==> src/rtl/pixel_compositor_pkg.sv <==
// Shared definitions for the pixel compositor: default geometry, frame counter
// width, sync bundle type and the colour channel width helper.
package pixel_compositor_pkg;

    localparam int unsigned DEFAULT_LAYERS      = 4;
    localparam int unsigned DEFAULT_CW          = 6;
    localparam int unsigned DEFAULT_LAT         = 2;
    localparam int unsigned DEFAULT_BLINK_SHIFT = 4;
    localparam int unsigned FRAME_W             = 8;

    // Active-low sync pair carried through the output delay line
    typedef struct packed {
        logic hsync_n;
        logic vsync_n;
    } sync_t;

    localparam sync_t SYNC_IDLE = '{hsync_n: 1'b1, vsync_n: 1'b1};

    // Width of one R, G or B channel for a packed RGB colour of cw bits
    function automatic int unsigned ch_width(input int unsigned cw);
        return cw / 3;
    endfunction

endpackage

==> src/rtl/pixel_compositor_sync_delay_line.sv <==
// Fixed-depth register delay line with an asynchronous reset to a
// configurable idle value. DEPTH=0 degenerates to a wire.
module pixel_compositor_sync_delay_line #(
    parameter int unsigned     DEPTH = 1,
    parameter int unsigned     WIDTH = 1,
    parameter logic [WIDTH-1:0] IDLE = '0
) (
    input  logic             clk,
    input  logic             reset_n,
    input  logic [WIDTH-1:0] d,
    output logic [WIDTH-1:0] q
);

    generate
        if (DEPTH == 0) begin : g_wire
            logic unused_ctrl;
            assign unused_ctrl = clk ^ reset_n;
            assign q = d;
        end else begin : g_regs
            logic [WIDTH-1:0] stages [DEPTH];

            // Shift the bundle one stage per clock; reset fills with idle
            always_ff @(posedge clk or negedge reset_n) begin
                if (!reset_n) begin
                    for (int unsigned i = 0; i < DEPTH; i++) begin
                        stages[i] <= IDLE;
                    end
                end else begin
                    stages[0] <= d;
                    for (int unsigned i = 1; i < DEPTH; i++) begin
                        stages[i] <= stages[i-1];
                    end
                end
            end

            assign q = stages[DEPTH-1];
        end
    endgenerate

endmodule

==> src/rtl/pixel_compositor.sv <==
// Prioritised layer compositor driving the VGA pins: picks the highest
// priority visible layer (or background), applies blanking and dim, and
// delays sync so that colour and sync leave with identical latency.
// Optional feature macro: PIXEL_COMPOSITOR_BLINK_EN enables per-frame layer
// blinking driven by frame_count[BLINK_SHIFT].
module pixel_compositor
    import pixel_compositor_pkg::*;
#(
    parameter int unsigned LAYERS      = DEFAULT_LAYERS,
    parameter int unsigned CW          = DEFAULT_CW,
    parameter int unsigned LAT         = DEFAULT_LAT,
    parameter int unsigned BLINK_SHIFT = DEFAULT_BLINK_SHIFT
) (
    input  logic                 clk,
    input  logic                 reset_n,
    input  logic                 hsync_in,
    input  logic                 vsync_in,
    input  logic                 visible_in,
    input  logic [LAYERS-1:0]    layer_en,
    input  logic [LAYERS*CW-1:0] layer_rgb,
    input  logic [LAYERS-1:0]    layer_blink,
    input  logic [CW-1:0]        bg_rgb,
    input  logic                 dim,
    output logic                 hsync_n,
    output logic                 vsync_n,
    output logic [CW-1:0]        rgb,
    output logic [FRAME_W-1:0]   frame_count
);

    localparam int unsigned CH = ch_width(CW);

    logic               vsync_q;
    logic [FRAME_W-1:0] frame_q;
    logic [LAYERS-1:0]  eff_c;
    logic [CW-1:0]      sel_c;
    logic [CW-1:0]      pix_c;
    logic [CW-1:0]      rgb_s1;
    sync_t              sync_d;
    sync_t              sync_q;

    // Count vsync rising edges; the counter also paces blinking
    always_ff @(posedge clk or negedge reset_n) begin
        if (!reset_n) begin
            vsync_q <= 1'b0;
            frame_q <= '0;
        end else begin
            vsync_q <= vsync_in;
            if (vsync_in && !vsync_q) begin
                frame_q <= frame_q + FRAME_W'(1);
            end
        end
    end

    assign frame_count = frame_q;

`ifdef PIXEL_COMPOSITOR_BLINK_EN
    logic blink_off;
    assign blink_off = frame_q[BLINK_SHIFT];
    assign eff_c = layer_en & ~({LAYERS{blink_off}} & layer_blink);
`else
    logic unused_blink;
    assign unused_blink = ^layer_blink;
    assign eff_c = layer_en;
`endif

    // Lowest-index effective layer wins, background otherwise
    always_comb begin
        sel_c = bg_rgb;
        for (int i = int'(LAYERS) - 1; i >= 0; i--) begin
            if (eff_c[i]) begin
                sel_c = layer_rgb[i*CW +: CW];
            end
        end
    end

    // Per-channel halving for dim, then force black outside active video
    always_comb begin
        pix_c = sel_c;
        if (dim) begin
            for (int unsigned c = 0; c < 3; c++) begin
                pix_c[c*CH +: CH] = sel_c[c*CH +: CH] >> 1;
            end
        end
        if (!visible_in) begin
            pix_c = '0;
        end
    end

    // First pipeline stage holds the composited colour
    always_ff @(posedge clk or negedge reset_n) begin
        if (!reset_n) begin
            rgb_s1 <= '0;
        end else begin
            rgb_s1 <= pix_c;
        end
    end

    pixel_compositor_sync_delay_line #(
        .DEPTH (LAT - 1),
        .WIDTH (CW),
        .IDLE  ('0)
    ) u_colour_delay (
        .clk     (clk),
        .reset_n (reset_n),
        .d       (rgb_s1),
        .q       (rgb)
    );

    assign sync_d = '{hsync_n: ~hsync_in, vsync_n: ~vsync_in};

    pixel_compositor_sync_delay_line #(
        .DEPTH (LAT),
        .WIDTH ($bits(sync_t)),
        .IDLE  (SYNC_IDLE)
    ) u_sync_delay (
        .clk     (clk),
        .reset_n (reset_n),
        .d       (sync_d),
        .q       (sync_q)
    );

    assign hsync_n = sync_q.hsync_n;
    assign vsync_n = sync_q.vsync_n;

endmodule
==> config.mk <==
export PLATFORM = sky130hd
export DESIGN_NAME = pixel_compositor
export DESIGN_NICKNAME = d
export VERILOG_FILES = /design/src/rtl/pixel_compositor_pkg.sv /design/src/rtl/pixel_compositor_sync_delay_line.sv /design/src/rtl/pixel_compositor.sv
export SDC_FILE = /design/constraint.sdc
export NUM_CORES = 1
export LEC_CHECK = 0
export ABC_AREA = 1
export CORE_MARGIN = 2
export CORE_UTILIZATION = 39
export CTS_BUF_LIST = sky130_fd_sc_hd__clkbuf_4 sky130_fd_sc_hd__clkbuf_8 sky130_fd_sc_hd__clkbuf_16
export DETAILED_ROUTE_END_ITERATION = 12
export PLACE_DENSITY = 0.78
export REMOVE_ABC_BUFFERS = 1
export SYNTH_ARGS = -nofsm -noshare
export SYNTH_HDL_FRONTEND = slang
export SYNTH_SLANG_ARGS = --single-unit
==> constraint.sdc <==
create_clock -name clk -period 1.35 [get_ports clk]
set_clock_uncertainty 0.05 [all_clocks]
set_input_delay 0.405 -clock clk [delete_from_list [all_inputs] [get_ports clk]]
set_output_delay 0.405 -clock clk [all_outputs]
set_load 0.01 [all_outputs]
# Yosys cells after proc, flatten, opt, wreduce, memory -nomap -nowiden
# Index checks and enable logic that the tools add are counted.
# Widths: inputs -> output; s select.
totals:
  reg_bits: 25
  latch_bits: 0
  mem_bits_rw: 0
  romBits: 0
  input_bits: 44
  out_inout_bits: 16
  wordCells: 17
  mem_count: 0
classes:
  addsub: 1
  n_mul: 0
  div_mod_pow: 0
  magnitude_cmp: 0
  eq_ne: 0
  shift: 0
  muxes: 6
  bitwise_logic: 2
  reduce_logical: 2
op_table:
  columns: ["operator", "n"]
  rows:
  - ["$mux 6", 6]
  - ["$add 8x1->8 const B", 1]
  - ["$not 1->1", 2]
  - ["$logic_and 1x1->1", 1]
  - ["$logic_not 1->1", 1]

# Logic depth before layout (Yosys ltp)
logic_depth:
  depth_word: 6
  ltp_mapped: 8
  mapped_depth_nobuf: 8

# Hierarchy
# A second synthesis with hierarchy kept.
hier_totals:
  hier_cells: 143
  area_unflattened_um2: 1201.2
by_module_without_submodules:
  columns: ["mod", "n_inst", "cells_per_inst", "area_each_um2"]
  rows:
  - ["pixel_compositor", 1, 131, 930.9]
  - ["pixel_compositor_sync_delay_line at u_colour_delay", 1, 6, 150.1]
  - ["pixel_compositor_sync_delay_line at u_sync_delay", 1, 6, 120.1]

# Least setup slack after synthesis
# Ideal clock, no wire load.
synth_path:
  path_type: "flip-flop to flip-flop"
  from: "reg frame_q[0] (netlist: frame_count[0])"
  to: "reg frame_q[6] (netlist: frame_count[6])"
  setup_ns: 0.117
  t_arrival_ns: 1.098
  required_time_ns: 1.183
  setup_slack_ns: 0.086
  path_stages_with_launch: 7
  path_buffers: 0
  cell_sequence: "dfrtp_1 > ha_1 > nand2_1 > nor3_4 > nand2_1 > nand2_1 > nand2_1"
synth_between:
  elab_chain_cells: 1
synth_lines:
  columns: ["item", "line_no", "text"]
  rows:
  - ["from (decl)", "pixel_compositor.sv:33", "logic [FRAME_W-1:0] frame_q;"]
  - ["from (signal assigned)", "pixel_compositor.sv:49", "frame_q <= frame_q + FRAME_W'(1);"]
  - ["$add 8x1->8", "pixel_compositor.sv:49", null]
# No other way between the ends.
# A chain may end at the register's enable or synchronous reset.

# Worst setup path after layout
layout_path:
  from: "reg u_sync_delay.g_regs.stages (netlist bit u_sync_delay.q[0])"
  to: "out vsync_n"
layout_rtl:
  columns: ["item", "line_no", "text"]
  rows:
  - ["from (decl)", "pixel_compositor_sync_delay_line.sv:20", "logic [WIDTH-1:0] stages [DEPTH];"]
  - ["from (signal, indexed assignment)", "pixel_compositor_sync_delay_line.sv:31", "stages[i] <= stages[i-1];"]
  - ["to (decl)", "pixel_compositor.sv:25", "output logic vsync_n,"]
# No word-level cell between the ends.

==> results.ini <==
[floorplanning]
start_util_pct=40.2
rows=20
die-area_sq_um=3560
core_area_sq_um=3000
die_h_microns=59.6
ios=60
dieWidth_microns=59.6

[clocking]
clk_pin_slew_ps=130
cts_tree=built
htreeDepth=1
numCtsBuffers=3
insertion_delay_ps=320
clockBufferDepth=2
clock_tree.root_cell=clkbuf_4
cts.sink_count=25

[pwr]
power_leakage_nw=1.09
power.share.switching_pct=33.4
seq_power_share_pct=41.3
p_clk_share_pct=14.6
netSwitchingPower_mw=0.758
power_per_cell_area_nw_per_um2=1160
p_total_mw=2.27
p_int_mw=1.51
peakVddDrop_mv=0.466
comb_power_share_pct=44.1

[layout]
area_growth_pct=62.4
antenna_cells=0
nNetsFinal=280
drive_gt1_share_pct=23.5
fin_util_pct=65.3

[global_route]
grt_remaining_overflow=0
grt_max_degree=26
grt_pass1_vias=1144
grt_antenna_before_repair=0
grt_pass1_wl_mm=4.53
grt.total_usage_pct=16.6

[place]
post-place-ws_ps=-335
numPortBuffers=55
dpl.hpwl_mm=2.10
gp_congestion=0.775

[route]
wl_mm=2.73
wl_per_cell_microns=10.2
final_antenna_net_count=0
num_vias=1207
viasPerCell=4.52
drt-pass1-iter-count=4
drc=0
drt_iter0_drc=21

[timing]
slew_headroom_pct=82.2
fin_crit_ps=1420
period_share_pct=105
max_clock_freq_mhz=706
finalSetupViolCount=2
layout_setup_ws_ps=-66.6
rsz0062_at_grt=yes
hold_viol_final=0
drv_slew=0
tightest_slew_ps=267

[setup_path]
critPathSlowestCell=dfstp_2
r2r_end=frame_count[6]$_DFFE_PN0P_
cp.required_ps=900
start_kind=flip-flop
max_stage_delay_ps=550
end_kind=primary output
regToRegSetupSlack_ps=100
reg2reg_from=frame_count[0]$_DFFE_PN0P_
cp_cell_sequence=buf_6
cp_data_arrival_time_ps=960
worstSetupPathType=reg2out
path_max_fanout=1
r2r_cells=7
crit_buf_inv=1
critPathTopFamily=flip-flops

[status]
violations=negative setup slack
status=finished, violations left

[synthesis]
seq_area_frac_synth_pct=52.2
syn_area_sq_um=1210
ys_types=19
avgSynthCellArea_sq_um=7.84
ys_ff_latch=25
ys_warn_count=0
syn_inst=154

[hold_path]
hold_depth=1
hold_end=vsync_q$_DFF_PN0_
min-delay-start=vsync_in
min_path_type=in2reg

[flow_run]
maxCapViolCount=0

-- registers in the layout, summed over array words and instances, names as in the netlist --
register / flops
u_colour_delay.q: 6
rgb_s1: 6
frame_count: 8
u_sync_delay.q: 2
vsync_q: 1
u_sync_delay.g_regs.stages: 2
-- logic make-up (layout without fill, tap and decap cells) --
family,Yosys count,in the layout,share of synthesized area [%]
AND/OR/NAND/NOR,79,79,27.6
buffers and inverters,26,106,8.39
flip-flops,25,25,52.2
AO/OA/AOI/OAI,19,19,7.88
XOR/XNOR,4,4,2.90
adder cells (fa/ha/maj),1,1,1.04
-- stage by stage --
| step | instances | instance area, sq um | hold slack (ps) | TNS (ps) |
|---|---|---|---|---|
| 2_1_floorplan | 153 | 1200 | 59.4 | 0 |
| 3_3_place_gp | 259 | 1940 | 283 | -3740 |
| 3_5_place_dp | 259 | 1940 | 287 | -3800 |
| 4_1_cts | 266 | 1930 | 317 | -180 |
| 5_1_grt | 267 | 1960 | 206 | -220 |
| 6_report | 267 | 1960 | 200 | -129 |
-- routing by layer --
layer | routed length [microns] | vias to the layer above | GRT usage (%)
met5 | 0 | - | 0
li1 | - | 629 | -
met1 | 1090 | 518 | 18.6
met3 | 261 | 5 | 3.49
met4 | 48 | 0 | 6.67
met2 | 1330 | 55 | 30.1
-- cell type report --
type,count,area [sq um]
multi-input cells,103,490
clock buffers,3,22.5
repair buffers,77,674
fillers,260,1040
inverters,25,96.3
flip-flops and latches,25,631
well taps,33,41.3
clock inverters,1,5.00
-- cell usage in the layout (no fill, tap or decap), drive strengths merged --
| cell | netlist | final |
|---|---|---|
| a21oi | 12 | 12 |
| buf | 1 | 38 |
| clkbuf | 0 | 3 |
| clkdlybuf4s50 | 0 | 35 |
| clkinv | 0 | 1 |
| dfrtp | 21 | 21 |
| dfstp | 4 | 4 |
| dlymetal6s2s | 0 | 4 |
| ha | 1 | 1 |
| inv | 25 | 25 |
| nand2 | 58 | 58 |
| nand3 | 6 | 6 |
| nand3b | 1 | 1 |
| nand4 | 2 | 2 |
| nor2 | 11 | 11 |
| nor3 | 1 | 1 |
| o21ai | 7 | 7 |
| xnor2 | 1 | 1 |
| xor2 | 3 | 3 |
-- timing repair --
action | 4_1_cts | 5_1_grt
pin swaps | 1 | 3
endpoints found under the setup margin | 16 | 11
buffers inserted | 3 | 2
hold buffers | 0 | 0
cloned | 0 | 0
resized for setup | 67 | 7
-- how the worst max path moves through the flow --
stage / startpoint / to / cells after the start / slack (ps)
final: u_sync_delay.q[0]$_DFF_PN1_ / vsync_n / 1 / -70
after detailed placement: layer_en[3] / rgb_s1[2]$_DFF_PN0_ / 9 / -330
after floorplan: frame_count[0]$_DFFE_PN0P_ / frame_count[6]$_DFFE_PN0P_ / 6 / 90
after global routing: u_sync_delay.q[0]$_DFF_PN1_ / vsync_n / 1 / -110
after global placement: layer_en[3] / rgb_s1[0]$_DFF_PN0_ / 8 / -310
after CTS: u_sync_delay.q[1]$_DFF_PN1_ / hsync_n / 1 / -70
-- power by group through the flow --
stage               registers, mW  clock network, mW  logic, mW
floorplan                    1.06                  0      0.284
global placement            0.951                  0      0.978
detailed placement          0.957                  0      0.995
CTS                         0.934              0.341      0.972
global route                0.954              0.362       1.11
finish                      0.936              0.331      0.999
-- cells in the mapped netlist --
master,instances,share of area (%)
inv_1,20,6.2
ha_1,1,1.0
inv_4,1,0.52
xnor2_1,1,0.73
nand2_1,58,18
nand4_1,2,1.0
nor2_1,10,3.1
a21oi_1,12,5.0
nand3_1,6,2.5
inv_2,4,1.2
dfstp_2,4,8.7
nor3_4,1,1.3
nand3b_1,1,0.62
xor2_1,3,2.2
dfrtp_1,21,44
o21ai_1,3,1.2
o21ai_0,4,1.7
buf_2,1,0.41
nor2_4,1,0.93
(Power assumes the default switching activity.)
